$ cat config.mk
export PLATFORM = sky130hd
export DESIGN_NAME = circle_buffer_in_flat
export DESIGN_NICKNAME = d
export VERILOG_FILES = /design/src/rtl/circle_buffer_in_if.sv /design/src/rtl/circle_buffer_in.sv /design/src/flat_wrapper.sv
export SDC_FILE = /design/constraint.sdc
export NUM_CORES = 2
export LEC_CHECK = 0
export CAP_MARGIN = 20
export CELL_PAD_IN_SITES_DETAIL_PLACEMENT = 1
export CELL_PAD_IN_SITES_GLOBAL_PLACEMENT = 1
export CORE_MARGIN = 3
export CORE_UTILIZATION = 39
export DETAILED_ROUTE_END_ITERATION = 10
export PLACE_DENSITY = 0.64
export RECOVER_POWER = 50
export REMOVE_ABC_BUFFERS = 1
export SLEW_MARGIN = 20
export SYNTH_ARGS = -nofsm -noshare
export SYNTH_HDL_FRONTEND = slang
export SYNTH_SLANG_ARGS = --single-unit
$ cat constraint.sdc
create_clock -name clk -period 5.5 [get_ports clk]
set_input_delay 0.55 -clock clk [delete_from_list [all_inputs] [get_ports clk]]
set_output_delay 0.55 -clock clk [all_outputs]
set_load 0.02 [all_outputs]
$ cat src/rtl/circle_buffer_in_if.sv
// Bus bundle for circle_buffer_in: one-word upstream stream in, 8-lane group out.
// slave  : the buffer's view (takes in_data/in_rts/out_rtr, drives the rest).
// master : the environment's view (drives words and out_rtr, observes lanes).
// in_last exists only when CIRCLE_BUFFER_IN_FLUSH_EN is defined.
interface circle_buffer_in_if #(
  parameter int unsigned DATA_WIDTH = 32
);
  logic [DATA_WIDTH-1:0] in_data;
  logic                  in_rts;
  logic                  in_rtr;
`ifdef CIRCLE_BUFFER_IN_FLUSH_EN
  logic                  in_last;
`endif
  logic [DATA_WIDTH-1:0] out_px_0;
  logic [DATA_WIDTH-1:0] out_px_1;
  logic [DATA_WIDTH-1:0] out_px_2;
  logic [DATA_WIDTH-1:0] out_px_3;
  logic [DATA_WIDTH-1:0] out_px_4;
  logic [DATA_WIDTH-1:0] out_px_5;
  logic [DATA_WIDTH-1:0] out_px_6;
  logic [DATA_WIDTH-1:0] out_px_7;
  logic [7:0]            out_mask;
  logic                  out_rts;
  logic                  out_rtr;

`ifdef CIRCLE_BUFFER_IN_FLUSH_EN
  modport slave (
    input  in_data, in_rts, in_last, out_rtr,
    output in_rtr, out_px_0, out_px_1, out_px_2, out_px_3,
           out_px_4, out_px_5, out_px_6, out_px_7, out_mask, out_rts
  );
  modport master (
    output in_data, in_rts, in_last, out_rtr,
    input  in_rtr, out_px_0, out_px_1, out_px_2, out_px_3,
           out_px_4, out_px_5, out_px_6, out_px_7, out_mask, out_rts
  );
`else
  modport slave (
    input  in_data, in_rts, out_rtr,
    output in_rtr, out_px_0, out_px_1, out_px_2, out_px_3,
           out_px_4, out_px_5, out_px_6, out_px_7, out_mask, out_rts
  );
  modport master (
    output in_data, in_rts, out_rtr,
    input  in_rtr, out_px_0, out_px_1, out_px_2, out_px_3,
           out_px_4, out_px_5, out_px_6, out_px_7, out_mask, out_rts
  );
`endif
endinterface

$ cat src/rtl/circle_buffer_in.sv
// circle_buffer_in: narrow-to-wide gather FIFO. Accepts one DATA_WIDTH word per
// in_rts/in_rtr handshake and presents 8 consecutive queued words in parallel
// on out_px_0..7 with an out_rts/out_rtr handshake.
// Ports:
//   clk   - clock, rising edge
//   rst_  - asynchronous active-low reset (pointers cleared, queue kept)
//   bus   - circle_buffer_in_if.slave: in_data/in_rts/in_rtr[/in_last],
//           out_px_0..7/out_mask/out_rts/out_rtr
// Optional feature: define CIRCLE_BUFFER_IN_FLUSH_EN to add in_last, which
// flushes a trailing partial group with a reduced out_mask.
module circle_buffer_in #(
  parameter int unsigned DATA_WIDTH = 32,
  parameter int unsigned DEPTH      = 64,
  parameter int unsigned LOG2DEPTH  = 6
) (
  input logic               clk,
  input logic               rst_,
  circle_buffer_in_if.slave bus
);

  localparam int unsigned LANES = 8;
  localparam int unsigned CNT_W = 4;

  typedef logic [LOG2DEPTH-1:0] ptr_t;

  logic [DATA_WIDTH-1:0] mem_q [DEPTH];
  logic [DATA_WIDTH-1:0] lane_c [LANES];

  ptr_t             rd_q, rd_d;
  ptr_t             wr_q, wr_d;
  ptr_t             occ_c;
  logic             full_c;
  logic             in_rtr_c;
  logic             out_rts_c;
  logic             in_xfc_c;
  logic             out_xfc_c;
  logic [CNT_W-1:0] step_c;
  logic [7:0]       mask_c;
  logic             flush_pend;

`ifdef CIRCLE_BUFFER_IN_FLUSH_EN
  logic flush_pend_q, flush_pend_d;
  ptr_t flush_addr_q, flush_addr_d;
  ptr_t fl_span_c;

  // Flush bookkeeping: remember where the burst ends, hold input until drained.
  always_ff @(posedge clk or negedge rst_) begin
    if (!rst_) begin
      flush_pend_q <= 1'b0;
      flush_addr_q <= '0;
    end else begin
      flush_pend_q <= flush_pend_d;
      flush_addr_q <= flush_addr_d;
    end
  end

  always_comb begin
    flush_pend_d = flush_pend_q;
    flush_addr_d = flush_addr_q;
    if (out_xfc_c && flush_pend_q &&
        ((rd_q + LOG2DEPTH'(step_c)) == flush_addr_q)) begin
      flush_pend_d = 1'b0;
    end
    // in_rtr is low while pending, so this never collides with the clear above.
    if (in_xfc_c && bus.in_last) begin
      flush_addr_d = wr_q + LOG2DEPTH'(1);
      flush_pend_d = 1'b1;
    end
  end

  assign flush_pend = flush_pend_q;
  assign fl_span_c  = flush_addr_q - rd_q;
`else
  assign flush_pend = 1'b0;
`endif

  // Pointer registers.
  always_ff @(posedge clk or negedge rst_) begin
    if (!rst_) begin
      rd_q <= '0;
      wr_q <= '0;
    end else begin
      rd_q <= rd_d;
      wr_q <= wr_d;
    end
  end

  // Queue storage; contents survive reset.
  always_ff @(posedge clk) begin
    if (in_xfc_c) begin
      mem_q[wr_q] <= bus.in_data;
    end
  end

  // Occupancy, handshakes and next pointers; one slot stays empty so full != empty.
  always_comb begin
    occ_c     = wr_q - rd_q;
    full_c    = (wr_q + LOG2DEPTH'(1)) == rd_q;
    in_rtr_c  = !full_c && !flush_pend;
    step_c    = CNT_W'(LANES);
    out_rts_c = occ_c >= LOG2DEPTH'(LANES);
    mask_c    = out_rts_c ? 8'hFF : 8'h00;
`ifdef CIRCLE_BUFFER_IN_FLUSH_EN
    if (flush_pend) begin
      step_c    = (fl_span_c >= LOG2DEPTH'(LANES)) ? CNT_W'(LANES) : CNT_W'(fl_span_c);
      out_rts_c = step_c != CNT_W'(0);
      mask_c    = 8'((9'd1 << step_c) - 9'd1);
    end
`endif
    in_xfc_c  = bus.in_rts && in_rtr_c;
    out_xfc_c = out_rts_c && bus.out_rtr;
    rd_d      = out_xfc_c ? (rd_q + LOG2DEPTH'(step_c)) : rd_q;
    wr_d      = in_xfc_c ? (wr_q + LOG2DEPTH'(1)) : wr_q;
  end

  // Zero-latency lane read; addresses wrap modulo DEPTH.
  always_comb begin
    for (int k = 0; k < LANES; k++) begin
      lane_c[k] = mem_q[rd_q + LOG2DEPTH'(k)];
    end
  end

  assign bus.in_rtr   = in_rtr_c;
  assign bus.out_rts  = out_rts_c;
  assign bus.out_mask = mask_c;
  assign bus.out_px_0 = lane_c[0];
  assign bus.out_px_1 = lane_c[1];
  assign bus.out_px_2 = lane_c[2];
  assign bus.out_px_3 = lane_c[3];
  assign bus.out_px_4 = lane_c[4];
  assign bus.out_px_5 = lane_c[5];
  assign bus.out_px_6 = lane_c[6];
  assign bus.out_px_7 = lane_c[7];

endmodule
$ cat src/flat_wrapper.sv
// flat-port wrapper written by rule: the top's interface ports become plain ports
module circle_buffer_in_flat 
#(
  parameter int unsigned DATA_WIDTH = 32,
  parameter int unsigned DEPTH      = 64,
  parameter int unsigned LOG2DEPTH  = 6
)
  (clk, rst_, bus_in_data, bus_in_rts, bus_out_rtr, bus_in_rtr, bus_out_px_0, bus_out_px_1, bus_out_px_2, bus_out_px_3, bus_out_px_4, bus_out_px_5, bus_out_px_6, bus_out_px_7, bus_out_mask, bus_out_rts);
  circle_buffer_in_if #(.DATA_WIDTH(DATA_WIDTH)) bus_i ();
  input logic clk;
  input logic rst_;
  input wire logic [$bits(bus_i.in_data)-1:0] bus_in_data;
  input wire logic [$bits(bus_i.in_rts)-1:0] bus_in_rts;
  input wire logic [$bits(bus_i.out_rtr)-1:0] bus_out_rtr;
  output wire logic [$bits(bus_i.in_rtr)-1:0] bus_in_rtr;
  output wire logic [$bits(bus_i.out_px_0)-1:0] bus_out_px_0;
  output wire logic [$bits(bus_i.out_px_1)-1:0] bus_out_px_1;
  output wire logic [$bits(bus_i.out_px_2)-1:0] bus_out_px_2;
  output wire logic [$bits(bus_i.out_px_3)-1:0] bus_out_px_3;
  output wire logic [$bits(bus_i.out_px_4)-1:0] bus_out_px_4;
  output wire logic [$bits(bus_i.out_px_5)-1:0] bus_out_px_5;
  output wire logic [$bits(bus_i.out_px_6)-1:0] bus_out_px_6;
  output wire logic [$bits(bus_i.out_px_7)-1:0] bus_out_px_7;
  output wire logic [$bits(bus_i.out_mask)-1:0] bus_out_mask;
  output wire logic [$bits(bus_i.out_rts)-1:0] bus_out_rts;
  assign bus_i.in_data = bus_in_data;
  assign bus_i.in_rts = bus_in_rts;
  assign bus_i.out_rtr = bus_out_rtr;
  assign bus_in_rtr = bus_i.in_rtr;
  assign bus_out_px_0 = bus_i.out_px_0;
  assign bus_out_px_1 = bus_i.out_px_1;
  assign bus_out_px_2 = bus_i.out_px_2;
  assign bus_out_px_3 = bus_i.out_px_3;
  assign bus_out_px_4 = bus_i.out_px_4;
  assign bus_out_px_5 = bus_i.out_px_5;
  assign bus_out_px_6 = bus_i.out_px_6;
  assign bus_out_px_7 = bus_i.out_px_7;
  assign bus_out_mask = bus_i.out_mask;
  assign bus_out_rts = bus_i.out_rts;
  circle_buffer_in #(.DATA_WIDTH(DATA_WIDTH), .DEPTH(DEPTH), .LOG2DEPTH(LOG2DEPTH)) u_core (.clk(clk), .rst_(rst_), .bus(bus_i));
endmodule
# After elaboration in Yosys (flattened, before gate mapping)
# Memory sizes are Yosys's and may differ from the RTL's.
# Cells that the tools add are included.
# word_totals
input_bits	36
elab_cells	21
mem_bits_ro	0
mem_bits_rw	2048
regBits	12
latch_bits	0
mem_count	1
# mem_list
name	words	width	read_ports	rd_ports_with_merged_regs	write_ports	line_no	text
u_core.mem_q	64	32	8	0	1	circle_buffer_in.sv:26	logic [DATA_WIDTH-1:0] mem_q [DEPTH];
# classes
n_reduce_logical	3
shifts	0
bitwise_logic	0
n_div	0
add_sub_neg	10
muxes	3
multipliers	0
order_cmp	1
n_eq_ne	1
# ops
cell	count
6-bit by 3-bit adder with 6-bit output (second input constant)	4
6-bit by 1-bit adder with 6-bit output (second input constant)	2
6-bit by 2-bit adder with 6-bit output (second input constant)	2
8-bit 2-to-1 mux	1
6-bit by 4-bit adder with 6-bit output (second input constant)	1
6-bit equality test	1
6-bit by 4-bit >= comparator with 1-bit output (second input constant)	1
6-bit subtractor	1
1-bit logical AND	2
1-bit 2-to-1 mux	2
1-bit logical NOT	1

# Logic depth before layout (Yosys ltp)
# depth
word_depth	6
depth_mapped	8
mapped_depth_nobuf	7

# Worst setup path before layout
# Ideal clock, no wire load.
# synth_timing
kind	flip-flop to flip-flop
from	reg u_core.rd_q[4]
to	mem u_core.mem_q[21][0] (enable)
slack_ns	2.180
setup_ns	0.421
path_buffers	1
synth_period_minus_slack_ns	3.320
t_arrival_ns	2.898
path_stages_with_launch	7
path_cell_list	dfrtp_1 buf_4 xnor3_1 and3_4 a41oi_4 nand2_4 nor2_1
# synth_between
elab_chain_cells	5
# synth_rtl
item	line_no	text
from (decl)	circle_buffer_in.sv:29	ptr_t rd_q, rd_d;
from (signal assigned)	circle_buffer_in.sv:83	rd_q <= rd_d;
6-bit equality test	circle_buffer_in.sv:98	full_c = (wr_q + LOG2DEPTH'(1)) == rd_q;
1-bit logical NOT	circle_buffer_in.sv:99	in_rtr_c = !full_c && !flush_pend;
1-bit logical AND	circle_buffer_in.sv:110	in_xfc_c = bus.in_rts && in_rtr_c;
1-bit 2-to-1 mux	circle_buffer_in.sv:90	if (in_xfc_c) begin
1-bit 2-to-1 mux (not written as such)	circle_buffer_in.sv:91	mem_q[wr_q] <= bus.in_data;
to (decl)	circle_buffer_in.sv:26	
# No other way between the ends.

# Final worst setup path
# layout_timing
from	reg u_core.wr_q[2]
to	mem u_core.mem_q[2][19] (enable)
# layout_between
elab_chain_cells	6
# layout_rtl
item	line_no	text
from (decl)	circle_buffer_in.sv:30	ptr_t wr_q, wr_d;
from (signal assigned)	circle_buffer_in.sv:84	wr_q <= wr_d;
6-bit by 1-bit adder with 6-bit output	circle_buffer_in.sv:98	
6-bit equality test	circle_buffer_in.sv:98	
1-bit logical NOT	circle_buffer_in.sv:99	
1-bit logical AND	circle_buffer_in.sv:110	
1-bit 2-to-1 mux	circle_buffer_in.sv:90	
1-bit 2-to-1 mux (not written as such)	circle_buffer_in.sv:91	
# Parallel ways exist; a longest one is shown, timed or not.

==> metrics.cfg <==
[timing]
layout_min_cycle_time_ps=4767
worst_pin_slew_ps=4296
slew_headroom_pct=-186.4
rsz0062_at_grt=no
setup_viol=0
slew_viol_final=2126
fin_ws_ps=733.0
fmax_mhz=209.8
hold_violations=0
fin_skew_ps=20.81
post-route-period-util_pct=86.67
fin_setup_tns_ps=0

[critical_path]
r2r_slack_ps=730
cp_num_cells=6
max_stage_delay_ps=1010
slowest_stage=nor2_1
crit-reg2reg-launch=u_core.wr_q[2]$_DFFE_PN0P_
worstPathRequired_ps=6010
crit_chain=nand3_1 > or3_1 > a41oi_1 > nand2_4 > nor2_1 > buf_4
worstPathArrival_ps=5280
critPathBufInv=1
startpoint=u_core.wr_q[2]$_DFFE_PN0P_
critPathMaxFanout=12
critPathLaunchType=register
critPathKind=reg2reg
endpoint_kind=register
cp_top_family=simple AND/OR/NAND/NOR gates
r2r-end=u_core.mem_q[2][19]$_DFFE_PP_
ff2ff_path_depth=6

[grt]
grt_antenna_before_repair=10
grt_overflow=0
met1_usage_pct=25.31
grt_pass1_vias=36966
grtUsageTotal_pct=18.73
grt_pass1_wl_um=275000
grt_max_degree=122
grt.busiest_layer=met2
met3_usage_pct=2.960
use_met2_pct=31.29

[detailed_routing]
drc=0
routed_wirelength_um=191900
ant_nets=0
drt_iter0_markers=3578
num_vias=34354
dr.pass1.iters=5
via_per_inst=5.365
wire_per_inst_um=29.96

[clocking]
clk_pin_slew_ps=60
post_cts_buffers=0
cts_buffer_depth=3
clock-root-buffer=clkbuf_16
post_cts_resized=0
clock_latency_ps=830
clock_sinks=2057
cts_made_buffers=204
htree_levels=4
cts_tree=done
postCtsHoldBufs=0

[power_and_ir_drop]
seqPwrFrac_pct=37.9
ir_drop_mv=0.4483
power_density_nw_per_um2=527.3
leakagePower_nw=28.07
p_sw_share_pct=30.90
p_sw_mw=14.85
power.internal_mw=33.21
p_comb_share_pct=33.7
p_clk_share_pct=28.4

[logic_synthesis]
synth_compound_area_share_pct=0.1030
avgSynthCellArea_um2=24.95
synthAdderAreaFrac_pct=0.09010
yosysSeqAreaShare_pct=79.37
yosysWarnings=0
yosys.area_share.simple_pct=0.7047
synth_cell_types=38
yosysTopAreaCell=edfxtp_1
synth_area_leaders=edfxtp_1 79%, mux4_2 15%, mux2_2 3.7%, clkbuf_1 0.35%, nor2_1 0.32%
synth_top_family_by_area=multiplexers
synth-xor-area-share_pct=0.1512
synth_top_area_share_pct=79.08
ys_ff_latch=2057
synth.mux.area_fraction_pct=18.56
synth_edf_count=2048
synthArstFlopShare_pct=0.4375
synth_ff_type=edfxtp_1
syn_area_um2=77770
synthCells=3117

[floorplan]
die_y_um=452.5
io_pins=302
die_area_um2=204800
coreArea_um2=197800
initial_core_util_pct=39.31
rows=163
die_w_um=452.5

[layout]
area_growth_pct=17.21
nFillCells=17614
final_cell_mix=2,048 x edfxtp_1, 512 x mux4_2, 268 x clkdlybuf4s50_1, 257 x mux2_2, 204 x clkbuf_16
final_common_cell=edfxtp_1
drive_gt1_share_pct=33.27
regArea_um2=61740
nets=3636
multiInputGateArea_um2=15540

[hold_path]
holdCritPathClass=in2async

[placed_design]
place_ws_ps=1430
place.detailed.hpwl_um=105100
place_congestion=0.7183
portBuffers=301

[outcome]
violations=max-capacitance violations, max-slew violations
outcome=complete, but fails checks

[flow_run]
drv_cap=37

==> flip-flops by register name, indices dropped and copies added, names as in the netlist <==
name / cells
u_core.mem_q: 2048
u_core.wr_q: 6
u_core.rd_q: 3
==> per-stage QoR <==
| step | area, µm² | utilization [%] | power, mW | hold slack (ps) | instances |
|---|---|---|---|---|---|
| 5_1_grt | 91140 | 46.07 | 50.02 | 172.4 | 6401 |
| 4_1_cts | 91360 | 46.18 | 48.99 | 80.00 | 6396 |
| 3_3_place_gp | 84740 | 42.84 | 35.24 | 622.8 | 6022 |
| 3_5_place_dp | 84810 | 42.87 | 35.29 | 633.7 | 6025 |
| 6_report | 91150 | 46.07 | 48.06 | 196.1 | 6403 |
| 2_1_floorplan | 76990 | - | 26.29 | 254.4 | 2957 |
==> synthesized netlist by cell type (3+ instances only) <==
master	count
inv_1	4
nand2_1	5
nand2_4	4
mux4_2	512
buf_1	15
nand4_4	4
and3_1	4
buf_2	46
xnor2_1	8
mux2_2	257
nor2_1	66
dfrtp_1	9
clkbuf_1	72
a21oi_1	3
nand3_1	7
buf_6	4
ha_1	4
buf_4	23
edfxtp_1	2048
==> cell type report <==
cell class | instances | share of cell area, %
clock buffers | 248 | 5.815
repair buffers | 432 | 4.378
inverters | 4 | 0.01647
flip-flops and latches | 2057 | 67.73
multi-input cells | 896 | 17.05
diodes | 3 | 0.008236
clock inverters | 123 | 1.375
well taps | 2640 | 3.624
==> worst reg2reg max path, delay by kind of cell, from the launching register on <==
family	cells	cell delay, ps
AO/OA/AOI/OAI	1	740
buffers and inverters	1	420
flip-flops	1	520
AND/OR/NAND/NOR	4	2780
==> cells by family (layout without fill, tap and decap cells) <==
logic type,count (synthesis),in the layout
flops,2057,2057
buf+inv,164,807
other cells,0,3
mux,770,770
fa+ha+maj,5,5
xor+xnor,11,11
simple gates,102,102
compound gates,8,8
==> layer usage <==
metal	share of wire, %	routed length [µm]
met3	5.3	10110
met4	2.8	5434
met1	41	79400
met5	0	0
met2	51	96930
==> worst max path at each step <==
stage                                    endpoint  slack (ps)
global route        u_core.mem_q[2][10]$_DFFE_PP_         440
floorplan              u_core.rd_q[3]$_DFFE_PN0P_      -17800
global placement     u_core.mem_q[8][0]$_DFFE_PP_        1490
detailed placement   u_core.mem_q[8][0]$_DFFE_PP_        1430
finish              u_core.mem_q[2][19]$_DFFE_PP_         730
CTS                               bus_out_px_5[7]         860
==> power by group through the flow <==
| stage | logic (mW) | registers, mW | clock network [mW] |
|---|---|---|---|
| 5_1_grt | 17.2 | 18.3 | 14.6 |
| 3_3_place_gp | 16.7 | 18.5 | 0 |
| 6_report | 16.2 | 18.2 | 13.6 |
| 3_5_place_dp | 16.8 | 18.5 | 0 |
| 2_1_floorplan | 7.27 | 19.0 | 0 |
| 4_1_cts | 16.8 | 18.2 | 14.0 |
(Power assumes the default switching activity.)
